$ cat src/rtl/ddr3_cmd_responder.sv
// ddr3_cmd_responder: device-side DDR3 command checker and BL8 read model.
// Tracks 8 banks, enforces tRCD/tRP/tRAS/tCCD, returns reads CL cycles later.
module ddr3_cmd_responder #(
  parameter int CL   = 6,
  parameter int TRCD = 6,
  parameter int TRP  = 6,
  parameter int TRAS = 15,
  parameter int TCCD = 4
) (
  input  logic         clk,
  input  logic         rst,
  input  logic         cke,
  input  logic         cs_n,
  input  logic         ras_n,
  input  logic         cas_n,
  input  logic         we_n,
  input  logic         odt,
  input  logic [2:0]   ba,
  input  logic [13:0]  addr,
  output logic         rd_valid,
  output logic [511:0] rd_data,
  output logic         err,
  output logic [2:0]   err_code,
  output logic         err_pulse,
  output logic [31:0]  act_cnt,
  output logic [31:0]  rd_cnt,
  output logic [31:0]  wr_cnt,
  output logic [31:0]  pre_cnt,
  output logic [31:0]  ref_cnt
);

  localparam logic [4:0] SAT = 5'd31;

  typedef struct packed {
    logic        v;
    logic [2:0]  ba;
    logic [13:0] row;
    logic [6:0]  col;
  } rd_slot_t;

  logic [7:0]  open_q;
  logic [13:0] row_q [8];
  logic [4:0]  since_act_q [8];
  logic [4:0]  since_pre_q [8];
  logic [4:0]  since_rw_q;
  rd_slot_t    pipe_q [CL];
  rd_slot_t    slot_d;

  logic         rd_valid_q;
  logic [511:0] rd_data_q;
  logic         err_q;
  logic [2:0]   err_code_q;
  logic         err_pulse_q;
  logic [31:0]  act_cnt_q;
  logic [31:0]  rd_cnt_q;
  logic [31:0]  wr_cnt_q;
  logic [31:0]  pre_cnt_q;
  logic [31:0]  ref_cnt_q;

  logic unused_odt;
  assign unused_odt = odt;

  // Counter value c at an edge means c+1 cycles have elapsed since the event.
  function automatic logic met(input logic [4:0] cnt, input int t);
    return (int'(cnt) + 1) >= t;
  endfunction

  function automatic logic [4:0] sat_inc(input logic [4:0] c);
    return (c == SAT) ? SAT : c + 5'd1;
  endfunction

  function automatic logic [511:0] burst(input rd_slot_t s);
    logic [511:0] d;
    d = '0;
    for (int i = 0; i < 8; i++)
      d[64*i +: 64] = {16'h0000, 8'hA5, 5'b0, s.ba, 2'b0,
                       s.row, 6'b0, s.col, 3'(i)};
    return d;
  endfunction

  logic       cmd_v;
  logic [2:0] op;
  logic       is_act, is_rd, is_wr, is_pre, is_ref, is_mrs;
  logic       pre_all;

  assign cmd_v   = cke & ~cs_n;
  assign op      = {ras_n, cas_n, we_n};
  assign is_act  = cmd_v && (op == 3'b011);
  assign is_rd   = cmd_v && (op == 3'b101);
  assign is_wr   = cmd_v && (op == 3'b100);
  assign is_pre  = cmd_v && (op == 3'b010);
  assign is_ref  = cmd_v && (op == 3'b001);
  assign is_mrs  = cmd_v && (op == 3'b000);
  assign pre_all = addr[10];

  logic       tras_all_ok;
  logic [2:0] code_d;

  always_comb begin
    tras_all_ok = 1'b1;
    for (int b = 0; b < 8; b++)
      if (open_q[b] && !met(since_act_q[b], TRAS))
        tras_all_ok = 1'b0;
    code_d = 3'd0;
    unique case (1'b1)
      is_act: begin
        if (open_q[ba]) code_d = 3'd1;
        else if (!met(since_pre_q[ba], TRP)) code_d = 3'd5;
      end
      is_rd, is_wr: begin
        if (!open_q[ba]) code_d = 3'd2;
        else if (!met(since_act_q[ba], TRCD)) code_d = 3'd3;
        else if (!met(since_rw_q, TCCD)) code_d = 3'd4;
      end
      is_pre: begin
        if (pre_all ? !tras_all_ok
                    : (open_q[ba] && !met(since_act_q[ba], TRAS)))
          code_d = 3'd6;
      end
      is_ref, is_mrs: begin
        if (|open_q) code_d = 3'd7;
      end
      default: ;
    endcase
  end

  logic legal, act_ok, rd_ok, wr_ok, pre_ok, ref_ok, rw_ok;
  assign legal  = (code_d == 3'd0);
  assign act_ok = is_act && legal;
  assign rd_ok  = is_rd && legal;
  assign wr_ok  = is_wr && legal;
  assign pre_ok = is_pre && legal;
  assign ref_ok = is_ref && legal;
  assign rw_ok  = rd_ok || wr_ok;

  always_comb begin
    slot_d     = '0;
    slot_d.v   = rd_ok;
    slot_d.ba  = ba;
    slot_d.row = row_q[ba];
    slot_d.col = addr[9:3];
  end

  always_ff @(posedge clk or posedge rst) begin
    if (rst) begin
      open_q     <= '0;
      since_rw_q <= SAT;
      for (int b = 0; b < 8; b++) begin
        row_q[b]       <= '0;
        since_act_q[b] <= SAT;
        since_pre_q[b] <= SAT;
      end
    end else begin
      since_rw_q <= rw_ok ? 5'd0 : sat_inc(since_rw_q);
      for (int b = 0; b < 8; b++) begin
        since_act_q[b] <= sat_inc(since_act_q[b]);
        since_pre_q[b] <= sat_inc(since_pre_q[b]);
        if (act_ok && ba == 3'(b)) begin
          open_q[b]      <= 1'b1;
          row_q[b]       <= addr;
          since_act_q[b] <= 5'd0;
        end
        // PRE to an already-closed bank is a counted no-op.
        if (pre_ok && open_q[b] && (pre_all || ba == 3'(b))) begin
          open_q[b]      <= 1'b0;
          since_pre_q[b] <= 5'd0;
        end
      end
    end
  end

  always_ff @(posedge clk or posedge rst) begin
    if (rst) begin
      for (int i = 0; i < CL; i++)
        pipe_q[i] <= '0;
      rd_valid_q <= 1'b0;
      rd_data_q  <= '0;
    end else begin
      pipe_q[0] <= slot_d;
      for (int i = 1; i < CL; i++)
        pipe_q[i] <= pipe_q[i-1];
      rd_valid_q <= pipe_q[CL-1].v;
      if (pipe_q[CL-1].v)
        rd_data_q <= burst(pipe_q[CL-1]);
    end
  end

  always_ff @(posedge clk or posedge rst) begin
    if (rst) begin
      err_q       <= 1'b0;
      err_code_q  <= 3'd0;
      err_pulse_q <= 1'b0;
      act_cnt_q   <= '0;
      rd_cnt_q    <= '0;
      wr_cnt_q    <= '0;
      pre_cnt_q   <= '0;
      ref_cnt_q   <= '0;
    end else begin
      err_pulse_q <= !legal;
      if (!legal && !err_q) begin
        err_q      <= 1'b1;
        err_code_q <= code_d;
      end
      if (act_ok) act_cnt_q <= act_cnt_q + 32'd1;
      if (rd_ok)  rd_cnt_q  <= rd_cnt_q + 32'd1;
      if (wr_ok)  wr_cnt_q  <= wr_cnt_q + 32'd1;
      if (pre_ok) pre_cnt_q <= pre_cnt_q + 32'd1;
      if (ref_ok) ref_cnt_q <= ref_cnt_q + 32'd1;
    end
  end

  assign rd_valid  = rd_valid_q;
  assign rd_data   = rd_data_q;
  assign err       = err_q;
  assign err_code  = err_code_q;
  assign err_pulse = err_pulse_q;
  assign act_cnt   = act_cnt_q;
  assign rd_cnt    = rd_cnt_q;
  assign wr_cnt    = wr_cnt_q;
  assign pre_cnt   = pre_cnt_q;
  assign ref_cnt   = ref_cnt_q;

endmodule

$ cat config.mk
export PLATFORM = sky130hd
export DESIGN_NAME = ddr3_cmd_responder
export DESIGN_NICKNAME = d
export VERILOG_FILES = /design/src/rtl/ddr3_cmd_responder.sv
export SDC_FILE = /design/constraint.sdc
export NUM_CORES = 1
export LEC_CHECK = 0
export CAP_MARGIN = 20
export CORE_AREA = 2 2 273 275
export DETAILED_ROUTE_END_ITERATION = 16
export DIE_AREA = 0 0 275 277
export MAX_ROUTING_LAYER = met4
export PLACE_DENSITY = 0.71
export SYNTH_ARGS = -nofsm -noshare
export SYNTH_HDL_FRONTEND = slang
export SYNTH_SLANG_ARGS = --single-unit
$ cat constraint.sdc
create_clock -name clk -period 24.5 [get_ports clk]
set_input_delay 4.9 -clock clk [delete_from_list [all_inputs] [get_ports clk]]
set_output_delay 4.9 -clock clk [all_outputs]
set_load 0.05 [all_outputs]
==> impl_metrics.py <==
metrics = {
    "outcome": {
        "status": "finished clean",
    },
    "floorplan": {
        "coreArea_mm2": 0.0736,
        "start_util_pct": 36.8,
        "die_x_um": 275,
        "die_area_mm2": 0.0762,
        "die_y_um": 277,
        "rows": 100,
        "ios": 703,
    },
    "clock_network": {
        "cts_tree": "built",
        "cts_setup_buffers": 0,
        "cts-resized-gates": 0,
        "clkLatencyLatePin_ns": 0.62,
        "cts_buffers": 57,
        "cts-root-buf": "clkbuf_16",
        "path_clk_slew_ns": 0.06,
        "clkSinkCount": 546,
        "clk_path_buf_depth": 3,
        "cts_hold_buffers": 0,
        "cts_htree_levels": 2,
    },
    "timing": {
        "setup_viol": 0,
        "rsz0062_at_grt": "false",
        "max_freq_mhz": 99.8,
        "finalSetupTns_ns": 0,
        "relSlewSlack_pct": 26.5,
        "hold_viol": 0,
        "maxSlewViolCount": 0,
        "worst_pin_slew_ns": 1.10,
        "finalClockSkew_ns": 0.0384,
        "period_needed_ns": 10.02,
        "fin_crit_sh_pct": 40.9,
    },
    "route": {
        "first_pass_iters": 5,
        "drt-total-wl_um": 66100,
        "post_drt_wl_per_cell_um": 18.1,
        "postRouteAntennaNets": 0,
        "viasPerCell": 4.66,
        "drt_iter0_markers": 1013,
        "dr_total_vias": 17100,
        "drc_errors": 0,
    },
    "layout": {
        "regArea_mm2": 0.0138,
        "multi_input_area_mm2": 0.0100,
        "fill_cells": 6819,
        "fin_nets": 2713,
        "area_delta_synth_final_pct": 17.6,
        "drive_gt1_share_pct": 14.6,
        "final_core_util_pct": 43.2,
    },
    "power": {
        "ir_drop_mv": 0.0669,
        "p_leak_nw": 14.7,
        "totalPowerFinal_w": 0.00316,
        "p_per_area_mw_per_mm2": 99.3,
    },
    "synthesis": {
        "ys_ff_latch": 546,
        "synthTopCellsByCount": "buf_4 (492), dfrtp_1 (461), nand2_1 (261), xnor2_1 (101), nor2_1 (98)",
        "yosys_most_used_dff": "dfrtp_1",
        "synth.avg_cell_area_um2": 11.2,
        "synth_warnings": 0,
        "yosys.cell_types.count": 70,
        "synth_edf_count": 0,
        "synth_most_common_cell": "buf_4",
        "postSynthCellCount": 2416,
        "yosysSeqAreaShare_pct": 50.9,
        "syn_area_mm2": 0.0270,
        "async_reset_ff_share_pct": 100,
        "yosys-top-cells-area": "dfrtp_1 (43%), buf_4 (14%), dfstp_2 (8.3%), mux2_2 (3.8%), nand2_1 (3.6%)",
        "netlist.area_leader.share_pct": 42.7,
        "yosys.area.top_type": "dfrtp_1",
    },
    "setup_path": {
        "path_class": "in -> reg",
        "worstPathRequired_ns": 24.98,
        "end_kind": "flip-flop",
        "start_kind": "input pin",
        "path_max_fanout": 30,
        "arrival_ns": 10.49,
    },
    "global_route": {
        "grt_max_degree": 170,
        "antenna_found_initial": 12,
        "grt_pass1_wl_um": 100000,
        "grt_pass1_vias": 16500,
        "track_usage_pct": 17.5,
        "gr-total-overflow": 0,
    },
    "placed_design": {
        "dpl.hpwl_um": 46200,
        "port_buffers": 425,
        "place_congestion": 0.841,
    },
    "min_path": {
        "hold_class": "reg -> reg",
    },
    "flow_run": {
        "drv_cap": 0,
    },
}
worst max-delay path: stages:
cell,delay [ns]
buf_2,0.63
buf_4,0.58
or2_2,0.33
o22ai_1,0.12
a211oi_1,0.38
inv_1,0.09
ha_1,0.30
nand2b_1,0.10
or2_2,0.12
a2111oi_0,0.05
nand4_1,0.15
o31ai_2,0.11
a311oi_2,0.37
nand3_1,0.62
nor3_2,0.84
buf_4,0.39
mux2_2,0.37
metrics by stage:
stage	hold slack (ns)	cell area [um2]	instances	setup slack, ns
6_report	0.325	31800	3659	14.48
5_1_grt	0.323	31800	3658	14.08
4_1_cts	0.312	31700	3648	14.51
3_5_place_dp	0.335	29700	3542	13.87
3_3_place_gp	0.331	29700	3542	13.93
2_1_floorplan	0.331	28100	2691	4.48
where the power goes:
part | leakage (nW) | total [W] | switching, W | internal (W)
combinational | 6.61 | 0.00100 | 0.000662 | 0.000339
clock | 1.00 | 0.000934 | 0.000366 | 0.000568
sequential | 7.07 | 0.00122 | 0.000155 | 0.00107
total | 14.7 | 0.00316 | 0.00118 | 0.00197
state kept, by name (all words and copies together) (netlist names), 3 cells and up:
register,cells
pipe_q,150
rd_cnt,32
pre_cnt,32
wr_cnt,32
ref_cnt,32
open_q,8
rd_data,25
err_code,3
row_q,112
since_rw_q,5
since_act_q,40
since_pre_q,40
act_cnt,32
path summary, 6_finish.rpt:
check | startpoint | to | cells after the start | slack, ns
max | ba[0] | row_q[38] | 17 | 14.48
min | pipe_q[142] | pipe_q[117] | 0 | 0.33
max reg2reg | since_pre_q[1] | row_q[38] | 15 | 19.61
min reg2reg | pipe_q[142] | pipe_q[117] | 0 | 0.33
max in group asynchronous | rst | wr_cnt[16] | 4 | 17.58
min in group asynchronous | rst | pipe_q[121] | 2 | 4.76
area by class of cell:
type	count	area share, %
sequential	546	43.3
inverter	63	0.767
clock inverter	25	1.28
tap	969	3.81
timing repair buffer	446	14.0
antenna	9	0.0708
clock buffer	81	5.21
multi-input combinational	1520	31.6
placed cells by master (no fill, tap or decap), types with 8 or more instances in the layout:
| master | netlist | layout |
|---|---|---|
| and3_1 | 49 | 49 |
| o21ai_0 | 16 | 16 |
| or2_2 | 8 | 8 |
| clkinv_2 | 0 | 8 |
| o22a_1 | 14 | 14 |
| conb_1 | 1 | 276 |
| clkbuf_1 | 23 | 11 |
| dfrtp_1 | 461 | 459 |
| nand3_1 | 87 | 87 |
| and2_1 | 12 | 11 |
| clkdlybuf4s50_1 | 0 | 422 |
| o22ai_1 | 11 | 11 |
| nor4_2 | 12 | 12 |
| nand2b_1 | 17 | 17 |
| mux2_2 | 92 | 92 |
| clkbuf_16 | 0 | 58 |
| inv_1 | 61 | 60 |
| xor2_1 | 88 | 88 |
| and4_1 | 9 | 9 |
| clkbuf_8 | 0 | 12 |
| xnor2_1 | 101 | 101 |
| dfstp_2 | 85 | 85 |
| bufinv_16 | 0 | 9 |
| nor3_1 | 30 | 28 |
| buf_4 | 492 | 18 |
| mux2_1 | 8 | 8 |
| diode_2 | 0 | 9 |
| a21oi_1 | 76 | 76 |
| nand4_1 | 55 | 55 |
| ha_1 | 54 | 54 |
| mux2_4 | 14 | 14 |
| nor2_1 | 98 | 96 |
| nand2_1 | 261 | 261 |
| mux4_2 | 36 | 36 |
| nor2b_1 | 10 | 10 |
| mux2i_1 | 10 | 10 |
metal layers:
metal,routed length (um),GRT usage [%],vias to the layer above,share of wire [%]
met5,0,-,-,0
met4,1850,6.31,0,2.8
met3,5420,4.59,99,8.2
met2,31400,27.0,631,47
met1,27500,22.2,8528,42
li1,-,-,7803,-
cell families after synthesis:
kind of cell,count (synthesis),synth area share [%]
AND/OR/NAND/NOR,685,12.6
other,1,0.0139
AO/OA/AOI/OAI,155,3.63
adder cells (fa/ha/maj),54,2.50
XOR/XNOR,189,6.12
flip-flops,546,50.9
buffers and inverters,625,15.8
multiplexers,161,8.36
Power figures use the tool's default switching activity.
